File: config.mk
export PLATFORM = sky130hd
export DESIGN_NAME = serial_divider
export DESIGN_NICKNAME = d
export VERILOG_FILES = /design/src/rtl/serial_divider_pkg.sv /design/src/rtl/serial_divider_borrow_subtractor.sv /design/src/rtl/serial_divider.sv
export SDC_FILE = /design/constraint.sdc
export NUM_CORES = 1
export LEC_CHECK = 0
export BUFFER_PORTS_ARGS = -buffer_cell sky130_fd_sc_hd__buf_2
export CAP_MARGIN = 5
export CORE_MARGIN = 2
export CORE_UTILIZATION = 30
export DETAILED_ROUTE_END_ITERATION = 10
export GPL_TIMING_DRIVEN = 0
export SLEW_MARGIN = 10
export SYNTH_ARGS = -nofsm -noshare
export SYNTH_HDL_FRONTEND = slang
export SYNTH_HIERARCHICAL = 1
export SYNTH_SLANG_ARGS = --single-unit
File: constraint.sdc
create_clock -name CLK -period 12.27 [get_ports CLK]
set_input_delay 3.0675 -clock CLK [delete_from_list [all_inputs] [get_ports CLK]]
set_output_delay 3.0675 -clock CLK [all_outputs]
set_load 0.02 [all_outputs]
File: src/rtl/serial_divider_pkg.sv
// rtl/serial_divider_pkg.sv - shared state encodings and sizing for the serial divider
package serial_divider_pkg;

  localparam int DEFAULT_WIDTH = 8;

  typedef enum logic [1:0] {
    ST_IDLE = 2'b00,
    ST_RUN  = 2'b01,
    ST_FIN  = 2'b10
  } state_e;

  // Iteration counter must hold the value WIDTH, hence one bit above clog2.
  function automatic int cnt_width(input int w);
    return $clog2(w) + 1;
  endfunction

endpackage

File: src/rtl/serial_divider_borrow_subtractor.sv
// rtl/serial_divider_borrow_subtractor.sv - ripple borrow subtractor from one-bit adder cells
module borrow_subtractor #(
  parameter int N = 9
) (
  input  logic [N-1:0] a,
  input  logic [N-1:0] b,
  output logic [N-1:0] diff,
  output logic         borrow
);

  // a - b computed as a + ~b + 1; a missing final carry means a borrow.
  logic [N:0] carry;

  assign carry[0] = 1'b1;

  for (genvar i = 0; i < N; i++) begin : g_cell
    logic b_n;
    assign b_n          = ~b[i];
    assign diff[i]      = a[i] ^ b_n ^ carry[i];
    assign carry[i + 1] = (a[i] & b_n) | (carry[i] & (a[i] ^ b_n));
  end

  assign borrow = ~carry[N];

endmodule

File: src/rtl/serial_divider.sv
// rtl/serial_divider.sv - multi-cycle unsigned restoring divider
module serial_divider
  import serial_divider_pkg::*;
#(
  parameter int WIDTH = DEFAULT_WIDTH
) (
  input  logic             CLK,
  input  logic             RESET,
  input  logic             START,
  input  logic [WIDTH-1:0] DIVIDEND,
  input  logic [WIDTH-1:0] DIVISOR,
  output logic             BUSY,
  output logic             DONE,
  output logic [WIDTH-1:0] QUOTIENT,
  output logic [WIDTH-1:0] REMAINDER,
  output logic             DIV_BY_ZERO
);

  localparam int CW = cnt_width(WIDTH);
  localparam logic [CW-1:0] LAST_ITER = CW'(WIDTH - 1);

  state_e           state_q, state_d;
  logic [CW-1:0]    cnt_q, cnt_d;
  logic [WIDTH-1:0] divisor_q, divisor_d;
  logic [WIDTH-1:0] q_work_q, q_work_d;
  logic [WIDTH:0]   r_work_q, r_work_d;
  logic [WIDTH-1:0] quotient_q, quotient_d;
  logic [WIDTH-1:0] remainder_q, remainder_d;
  logic             dbz_q, dbz_d;
  logic             busy_q, busy_d;
  logic             done_q, done_d;

  logic [WIDTH:0]   r_shifted;
  logic [WIDTH-1:0] q_shifted;
  logic [WIDTH:0]   trial_diff;
  logic             trial_borrow;

  // The quotient MSB shifts into the remainder LSB as the pair moves left.
  assign r_shifted = (r_work_q << 1) | {{WIDTH{1'b0}}, q_work_q[WIDTH-1]};
  assign q_shifted = q_work_q << 1;

  borrow_subtractor #(
    .N (WIDTH + 1)
  ) u_sub (
    .a      (r_shifted),
    .b      ({1'b0, divisor_q}),
    .diff   (trial_diff),
    .borrow (trial_borrow)
  );

  // Next-state, iteration and result-register logic.
  always_comb begin
    state_d     = state_q;
    cnt_d       = cnt_q;
    divisor_d   = divisor_q;
    q_work_d    = q_work_q;
    r_work_d    = r_work_q;
    quotient_d  = quotient_q;
    remainder_d = remainder_q;
    dbz_d       = dbz_q;

    case (state_q)
      ST_IDLE, ST_FIN: begin
        if (START) begin
          if (DIVISOR != '0) begin
            state_d   = ST_RUN;
            divisor_d = DIVISOR;
            q_work_d  = DIVIDEND;
            r_work_d  = '0;
            cnt_d     = '0;
            dbz_d     = 1'b0;
          end else begin
            // Divide by zero completes immediately with a saturated quotient.
            state_d     = ST_FIN;
            quotient_d  = '1;
            remainder_d = DIVIDEND;
            dbz_d       = 1'b1;
          end
        end else if (state_q == ST_FIN) begin
          state_d = ST_IDLE;
        end
      end

      ST_RUN: begin
        if (trial_borrow) begin
          r_work_d = r_shifted;
          q_work_d = q_shifted;
        end else begin
          r_work_d = trial_diff;
          q_work_d = q_shifted | {{(WIDTH-1){1'b0}}, 1'b1};
        end
        cnt_d = cnt_q + 1'b1;
        if (cnt_q == LAST_ITER) begin
          state_d     = ST_FIN;
          quotient_d  = q_work_d;
          remainder_d = r_work_d[WIDTH-1:0];
        end
      end

      default: state_d = ST_IDLE;
    endcase

    busy_d = (state_d == ST_RUN);
    done_d = (state_d == ST_FIN);
  end

  // State and output registers; reset discards any in-flight division.
  always_ff @(posedge CLK or negedge RESET) begin
    if (!RESET) begin
      state_q     <= ST_IDLE;
      cnt_q       <= '0;
      divisor_q   <= '0;
      q_work_q    <= '0;
      r_work_q    <= '0;
      quotient_q  <= '0;
      remainder_q <= '0;
      dbz_q       <= 1'b0;
      busy_q      <= 1'b0;
      done_q      <= 1'b0;
    end else begin
      state_q     <= state_d;
      cnt_q       <= cnt_d;
      divisor_q   <= divisor_d;
      q_work_q    <= q_work_d;
      r_work_q    <= r_work_d;
      quotient_q  <= quotient_d;
      remainder_q <= remainder_d;
      dbz_q       <= dbz_d;
      busy_q      <= busy_d;
      done_q      <= done_d;
    end
  end

  assign BUSY        = busy_q;
  assign DONE        = done_q;
  assign QUOTIENT    = quotient_q;
  assign REMAINDER   = remainder_q;
  assign DIV_BY_ZERO = dbz_q;

endmodule

==> results of run 1 <==
worst max-delay path by stage:
| stage | startpoint | to | slack [ns] | depth (start not counted) |
|---|---|---|---|---|
| detailed placement | DIVISOR[5] | QUOTIENT[0]$_DFFE_PN0P_ | 7.70 | 6 |
| floorplan | DIVISOR[5] | QUOTIENT[0]$_DFFE_PN0P_ | 8.03 | 5 |
| CTS | q_work_q[7]$_DFFE_PN0P_ | REMAINDER[3]$_DFFE_PN0P_ | 7.73 | 17 |
| global placement | DIVISOR[5] | QUOTIENT[0]$_DFFE_PN0P_ | 7.71 | 6 |
| finish | q_work_q[7]$_DFFE_PN0P_ | REMAINDER[7]$_DFFE_PN0P_ | 7.78 | 17 |
| global route | q_work_q[7]$_DFFE_PN0P_ | REMAINDER[7]$_DFFE_PN0P_ | 7.52 | 17 |
per-stage QoR:
step           power, mW  hold slack, ns   util
2_1_floorplan      0.612           0.446      -
3_3_place_gp       0.714           0.460  0.345
3_5_place_dp       0.727           0.468  0.345
4_1_cts            0.851           0.493  0.360
5_1_grt            0.921           0.508  0.360
6_report           0.840           0.486  0.360
per-layer routing:
| layer | vias up | routed length (µm) |
|---|---|---|
| li1 | 885 | - |
| met1 | 858 | 2570 |
| met2 | 41 | 2350 |
| met3 | 7 | 224 |
| met4 | 0 | 87 |
| met5 | - | 0 |
flip-flops by register name, indices dropped and copies added (netlist names):
name         cells
QUOTIENT         8
q_work_q         8
r_work_q         8
state_q          2
cnt_q            4
DIV_BY_ZERO      1
divisor_q        8
DONE             1
BUSY             1
REMAINDER        8
cell type report:
type	instances	share of cell area
Buffer	13	0.0275
Clock buffer	7	0.0296
Clock inverter	1	0.0103
Inverter	33	0.0425
Multi-Input combinational cell	153	0.360
Sequential cell	49	0.421
Tap cell	105	0.0451
Timing Repair Buffer	37	0.0644
report_power, final:
group          leakage, nW  switching [mW]  total [mW]  internal, mW
registers            0.587          0.0502       0.287         0.237
logic                0.785           0.251       0.431         0.179
clock network       0.0585          0.0553       0.122        0.0665
cells in the final DEF (no fill, tap or decap), drive strengths merged, types with 2 or more instances in the layout:
cell     n
a31oi    8
a21oi   13
buf     46
clkbuf  11
nand2b   2
nor3     8
a31o     8
nand3    2
mux2i   23
ha       2
nor2    18
o21ai    3
o31ai    2
inv     33
nor4     2
dfrtp   49
fa       8
nand2   48
worst reg2reg max path, delay by kind of cell (launching register included):
| kind | cells | cell delay (ns) |
|---|---|---|
| adder cells (fa/ha/maj) | 9 | 3.05 |
| flip-flops | 1 | 0.40 |
| buffers and inverters | 4 | 0.39 |
| multiplexers | 2 | 0.27 |
| AO/OA/AOI/OAI | 1 | 0.19 |
| AND/OR/NAND/NOR | 1 | 0.08 |
==> impl_metrics.env, run 1 <==
export IMPL_timing_setup_tns_ns=0
export IMPL_critPathArrivalTime_ns=4.69
export IMPL_dp_slack_ns=7.70
export IMPL_gr_usage_met2=0.203
export IMPL_critical_path_buf_inv_count=4
export IMPL_slew_viol_final=0
export IMPL_dpl_hpwl_mm=3.82
export IMPL_min_path_cells=2
export IMPL_syn2layout_area_growth_pct=17.6
export IMPL_rrSetupSlack_ns=7.78
export IMPL_syn_nets=277
export IMPL_postRouteAntennaNets=0
export IMPL_drtIter0Drc=99
export IMPL_reg2reg_from="q_work_q[7]$_DFFE_PN0P_"
export IMPL_die_h_um=94.9
export IMPL_holdCritPathClass="reg2reg"
export IMPL_clock_latency_ns=0.31
export IMPL_p_per_area_mw_per_mm2=288
export IMPL_met3_usage=0.0295
export IMPL_grt_pass1_vias=1754
export IMPL_leakagePower_nw=1.43
export IMPL_crit_chain="inv_1 -> ha_1 -> inv_1 -> fa_1 -> inv_1 -> fa_1 -> fa_1 -> fa_1 -> fa_1 -> fa_1 -> fa_1 -> fa_1 -> buf_2 -> mux2i_1 -> nor2_1 -> a21oi_1 -> mux2i_1"
export IMPL_setup_ws_ns=7.78
export IMPL_grt_busiest_layer="met2"
export IMPL_dieArea_mm2=0.00901
export IMPL_cts_resized=0
export IMPL_num_vias=1791
export IMPL_max_slew_margin=0.586
export IMPL_postRouteWirelength_mm=5.23
export IMPL_hp_start="DIV_BY_ZERO$_DFFE_PN0P_"
export IMPL_fin_cells=398
export IMPL_cts_tree="built"
export IMPL_grt_max_degree=50
export IMPL_crit_path_max_incr_delay_ns=0.40
export IMPL_path_max_fanout=10
export IMPL_fp_dieW_um=94.9
export IMPL_final_nets=321
export IMPL_io_buffer_count=37
export IMPL_status="finished, final reports clean"
export IMPL_cts_setup_buffers=0
export IMPL_cts_htree_levels=2
export IMPL_globalplace_congestion=0.765
export IMPL_crit_type="reg2reg"
export IMPL_synth_area_per_cell_um2=9.99
export IMPL_core_area_mm2=0.00809
export IMPL_final_seq_area_mm2=0.00123
export IMPL_cts_root_buf="clkbuf_8"
export IMPL_grt_antenna_before_repair=0
export IMPL_fill_cells=879
export IMPL_cp_common_cell="fa_1"
export IMPL_setup_viol=0
export IMPL_vdd_drop_max_mv=0.0730
export IMPL_cp_top_family="adder cells"
export IMPL_placed_area_mm2=0.00280
export IMPL_cap_violations=0
export IMPL_worst_pin_slew_ns=0.621
export IMPL_diodes=0
export IMPL_hold_viol_final=0
export IMPL_skew_ns=0.00995
export IMPL_post_route_min_period_ns=4.49
export IMPL_start_util=0.306
export IMPL_fin_crit_sh=0.366
export IMPL_cp_end_kind="flop"
export IMPL_syn_area_mm2=0.00248
export IMPL_multiInputGateArea_mm2=0.00105
export IMPL_viasPerCell=4.50
export IMPL_grt_first_pass_wirelength_mm=8.78
export IMPL_start_kind="flop"
export IMPL_place_inst=390
export IMPL_route_detailed_drc=0
export IMPL_track_usage=0.129
export IMPL_reg2reg_depth=17
export IMPL_core_rowCount=33
export IMPL_grtUsageMet1=0.173
export IMPL_required_ns=12.47
export IMPL_pin_count=38
export IMPL_dr_pass1_iters=4
export IMPL_clock_fmax_mhz=223
export IMPL_cts_hold_buf=0
export IMPL_ys_warn_count=6
export IMPL_cts_sinks=49
export IMPL_cts_buffer_depth=2
export IMPL_postSynthCellCount=248
export IMPL_path_clk_slew_ns=0.09
export IMPL_grt_setup_unrepaired="no"
export IMPL_drive_gt1_frac=0.225
export IMPL_gr_total_overflow=0
export IMPL_critPathSlowestCell="dfrtp_1"
export IMPL_wl_per_cell_um=13.1
export IMPL_r2r_end="REMAINDER[7]$_DFFE_PN0P_"
export IMPL_cts_buffers=5
export IMPL_min_to="DIV_BY_ZERO$_DFFE_PN0P_"
export IMPL_final_area_mm2=0.00291
(Power assumes the default switching activity.)
==> run 2, diff against run 1 <==
clock period = 4.43 ns   (was 12.27 ns; I/O delays follow)
==> impl_metrics.env, run 2 (synthesis results as in run 1) <==
export IMPL_crit_type="reg2reg"
export IMPL_syn2layout_area_growth_pct=18.9
export IMPL_hold_viol_final=0
export IMPL_grt_busiest_layer="met2"
export IMPL_vdd_drop_max_mv=0.224
export IMPL_met3_usage=0.0295
export IMPL_fin_crit_sh=0.939
export IMPL_io_buffer_count=37
export IMPL_leakagePower_nw=1.43
export IMPL_worst_pin_slew_ns=0.625
export IMPL_clock_latency_ns=0.31
export IMPL_status="finished, final reports clean"
export IMPL_dp_slack_ns=-0.0793
export IMPL_cts_root_buf="clkbuf_8"
export IMPL_dieArea_mm2=0.00901
export IMPL_num_vias=1810
export IMPL_p_per_area_mw_per_mm2=806
export IMPL_route_detailed_drc=0
export IMPL_postRouteAntennaNets=0
export IMPL_holdCritPathClass="reg2reg"
export IMPL_final_common_cell="dfrtp_1"
export IMPL_start_util=0.306
export IMPL_final_area_mm2=0.00295
export IMPL_critPathArrivalTime_ns=4.35
export IMPL_cts_buffer_depth=2
export IMPL_cp_end_kind="flop"
export IMPL_core_area_mm2=0.00809
export IMPL_grt_antenna_before_repair=0
export IMPL_path_max_fanout=10
export IMPL_setup_viol=0
export IMPL_grt_first_pass_wirelength_mm=8.90
export IMPL_cts_buffers=5
export IMPL_start_kind="flop"
export IMPL_crit_chain="inv_1 -> ha_1 -> inv_1 -> fa_1 -> inv_1 -> fa_1 -> fa_2 -> fa_2 -> fa_1 -> fa_2 -> fa_2 -> fa_2 -> buf_6 -> mux2i_1 -> nor2_1 -> a21oi_1 -> mux2i_1"
export IMPL_cap_violations=0
export IMPL_clock_fmax_mhz=240
export IMPL_required_ns=4.62
export IMPL_layout_common_cells="49 x dfrtp_1, 47 x nand2_1, 38 x buf_2"
export IMPL_max_slew_margin=0.583
export IMPL_cts_htree_levels=2
export IMPL_dpl_hpwl_mm=3.82
export IMPL_gr_usage_met2=0.206
export IMPL_track_usage=0.130
export IMPL_gr_total_overflow=0
export IMPL_pin_count=38
export IMPL_wl_per_cell_um=13.4
export IMPL_core_rowCount=33
export IMPL_drive_gt1_frac=0.252
export IMPL_grt_pass1_vias=1769
export IMPL_postRouteWirelength_mm=5.34
export IMPL_skew_ns=0.0117
export IMPL_slew_viol_final=0
export IMPL_placed_area_mm2=0.00280
export IMPL_grtUsageMet1=0.176
export IMPL_grt_setup_unrepaired="no"
export IMPL_cts_hold_buf=0
export IMPL_final_nets=322
export IMPL_globalplace_congestion=0.765
export IMPL_final_util=0.364
export IMPL_path_clk_slew_ns=0.10
export IMPL_cts_sinks=49
export IMPL_crit_path_max_incr_delay_ns=0.39
export IMPL_setup_ws_ns=0.270
export IMPL_dr_pass1_iters=4
export IMPL_die_h_um=94.9
export IMPL_critPathSlowestCell="dfrtp_1"
export IMPL_fp_dieW_um=94.9
export IMPL_grt_max_degree=50
export IMPL_cts_tree="built"
export IMPL_diodes=0
export IMPL_drtIter0Drc=94
export IMPL_viasPerCell=4.54
export IMPL_cp_common_cell="fa_2"
export IMPL_post_route_min_period_ns=4.16
export IMPL_timing_setup_tns_ns=0
==> run 2: cell types whose count changed in the layout (fill, tap and decap cells not counted), sizes merged <==
cell,previous run,this run
buf,46,47
==> run 2: metrics by stage <==
stage | hold WS (ns) | power [mW] | instances
3_5_place_dp | 0.468 | 2.01 | 390
6_report | 0.486 | 2.37 | 399
2_1_floorplan | 0.446 | 1.69 | 248
4_1_cts | 0.493 | 2.39 | 399
5_1_grt | 0.508 | 2.60 | 399
3_3_place_gp | 0.460 | 1.98 | 390
==> run 2: worst max-delay path, delay by kind of cell (launching register included) <==
family | cells | cell delay [ns]
buffers and inverters | 4 | 0.32
DFF | 1 | 0.39
AOI/OAI and AO/OA | 1 | 0.15
adders and majority gates | 9 | 2.83
and+or+nand+nor | 1 | 0.08
muxes | 2 | 0.25
==> run 2: final timing paths <==
| check | depth (start not counted) | to | startpoint | slack [ns] |
|---|---|---|---|---|
| max | 17 | REMAINDER[2]$_DFFE_PN0P_ | q_work_q[7]$_DFFE_PN0P_ | 0.27 |
| min | 2 | DIV_BY_ZERO$_DFFE_PN0P_ | DIV_BY_ZERO$_DFFE_PN0P_ | 0.49 |
| min reg2reg | 2 | DIV_BY_ZERO$_DFFE_PN0P_ | DIV_BY_ZERO$_DFFE_PN0P_ | 0.49 |
| max in group asynchronous | 1 | QUOTIENT[0]$_DFFE_PN0P_ | RESET | 3.19 |
| max reg2reg | 17 | REMAINDER[2]$_DFFE_PN0P_ | q_work_q[7]$_DFFE_PN0P_ | 0.27 |
| min in group asynchronous | 1 | QUOTIENT[4]$_DFFE_PN0P_ | RESET | 0.80 |
==> run 2: cell type report <==
type / count / area, µm²
Clock buffer: 7 / 86.3
Sequential cell: 49 / 1230
Inverter: 33 / 124
Fill cell: 877 / 5140
Multi-Input combinational cell: 153 / 1070
Clock inverter: 1 / 30.0
Tap cell: 105 / 131
Buffer: 13 / 86.3
Timing Repair Buffer: 38 / 195
==> run 2: power by group <==
group	switching, mW	internal [mW]
registers	0.139	0.657
clock network	0.154	0.184
logic	0.715	0.525
==> run 2: per-layer routing <==
| layer | vias up | wire length, µm |
|---|---|---|
| met5 | - | 0 |
| li1 | 891 | - |
| met4 | 0 | 87 |
| met2 | 44 | 2400 |
| met1 | 868 | 2620 |
| met3 | 7 | 233 |
==> run 2: what timing repair did <==
item	4_1_cts	5_1_grt
setup endpoints to repair	16	16
pin swaps	1	1
endpoints found under the hold margin	0	0
resized for setup	4	5
setup buffers	1	0
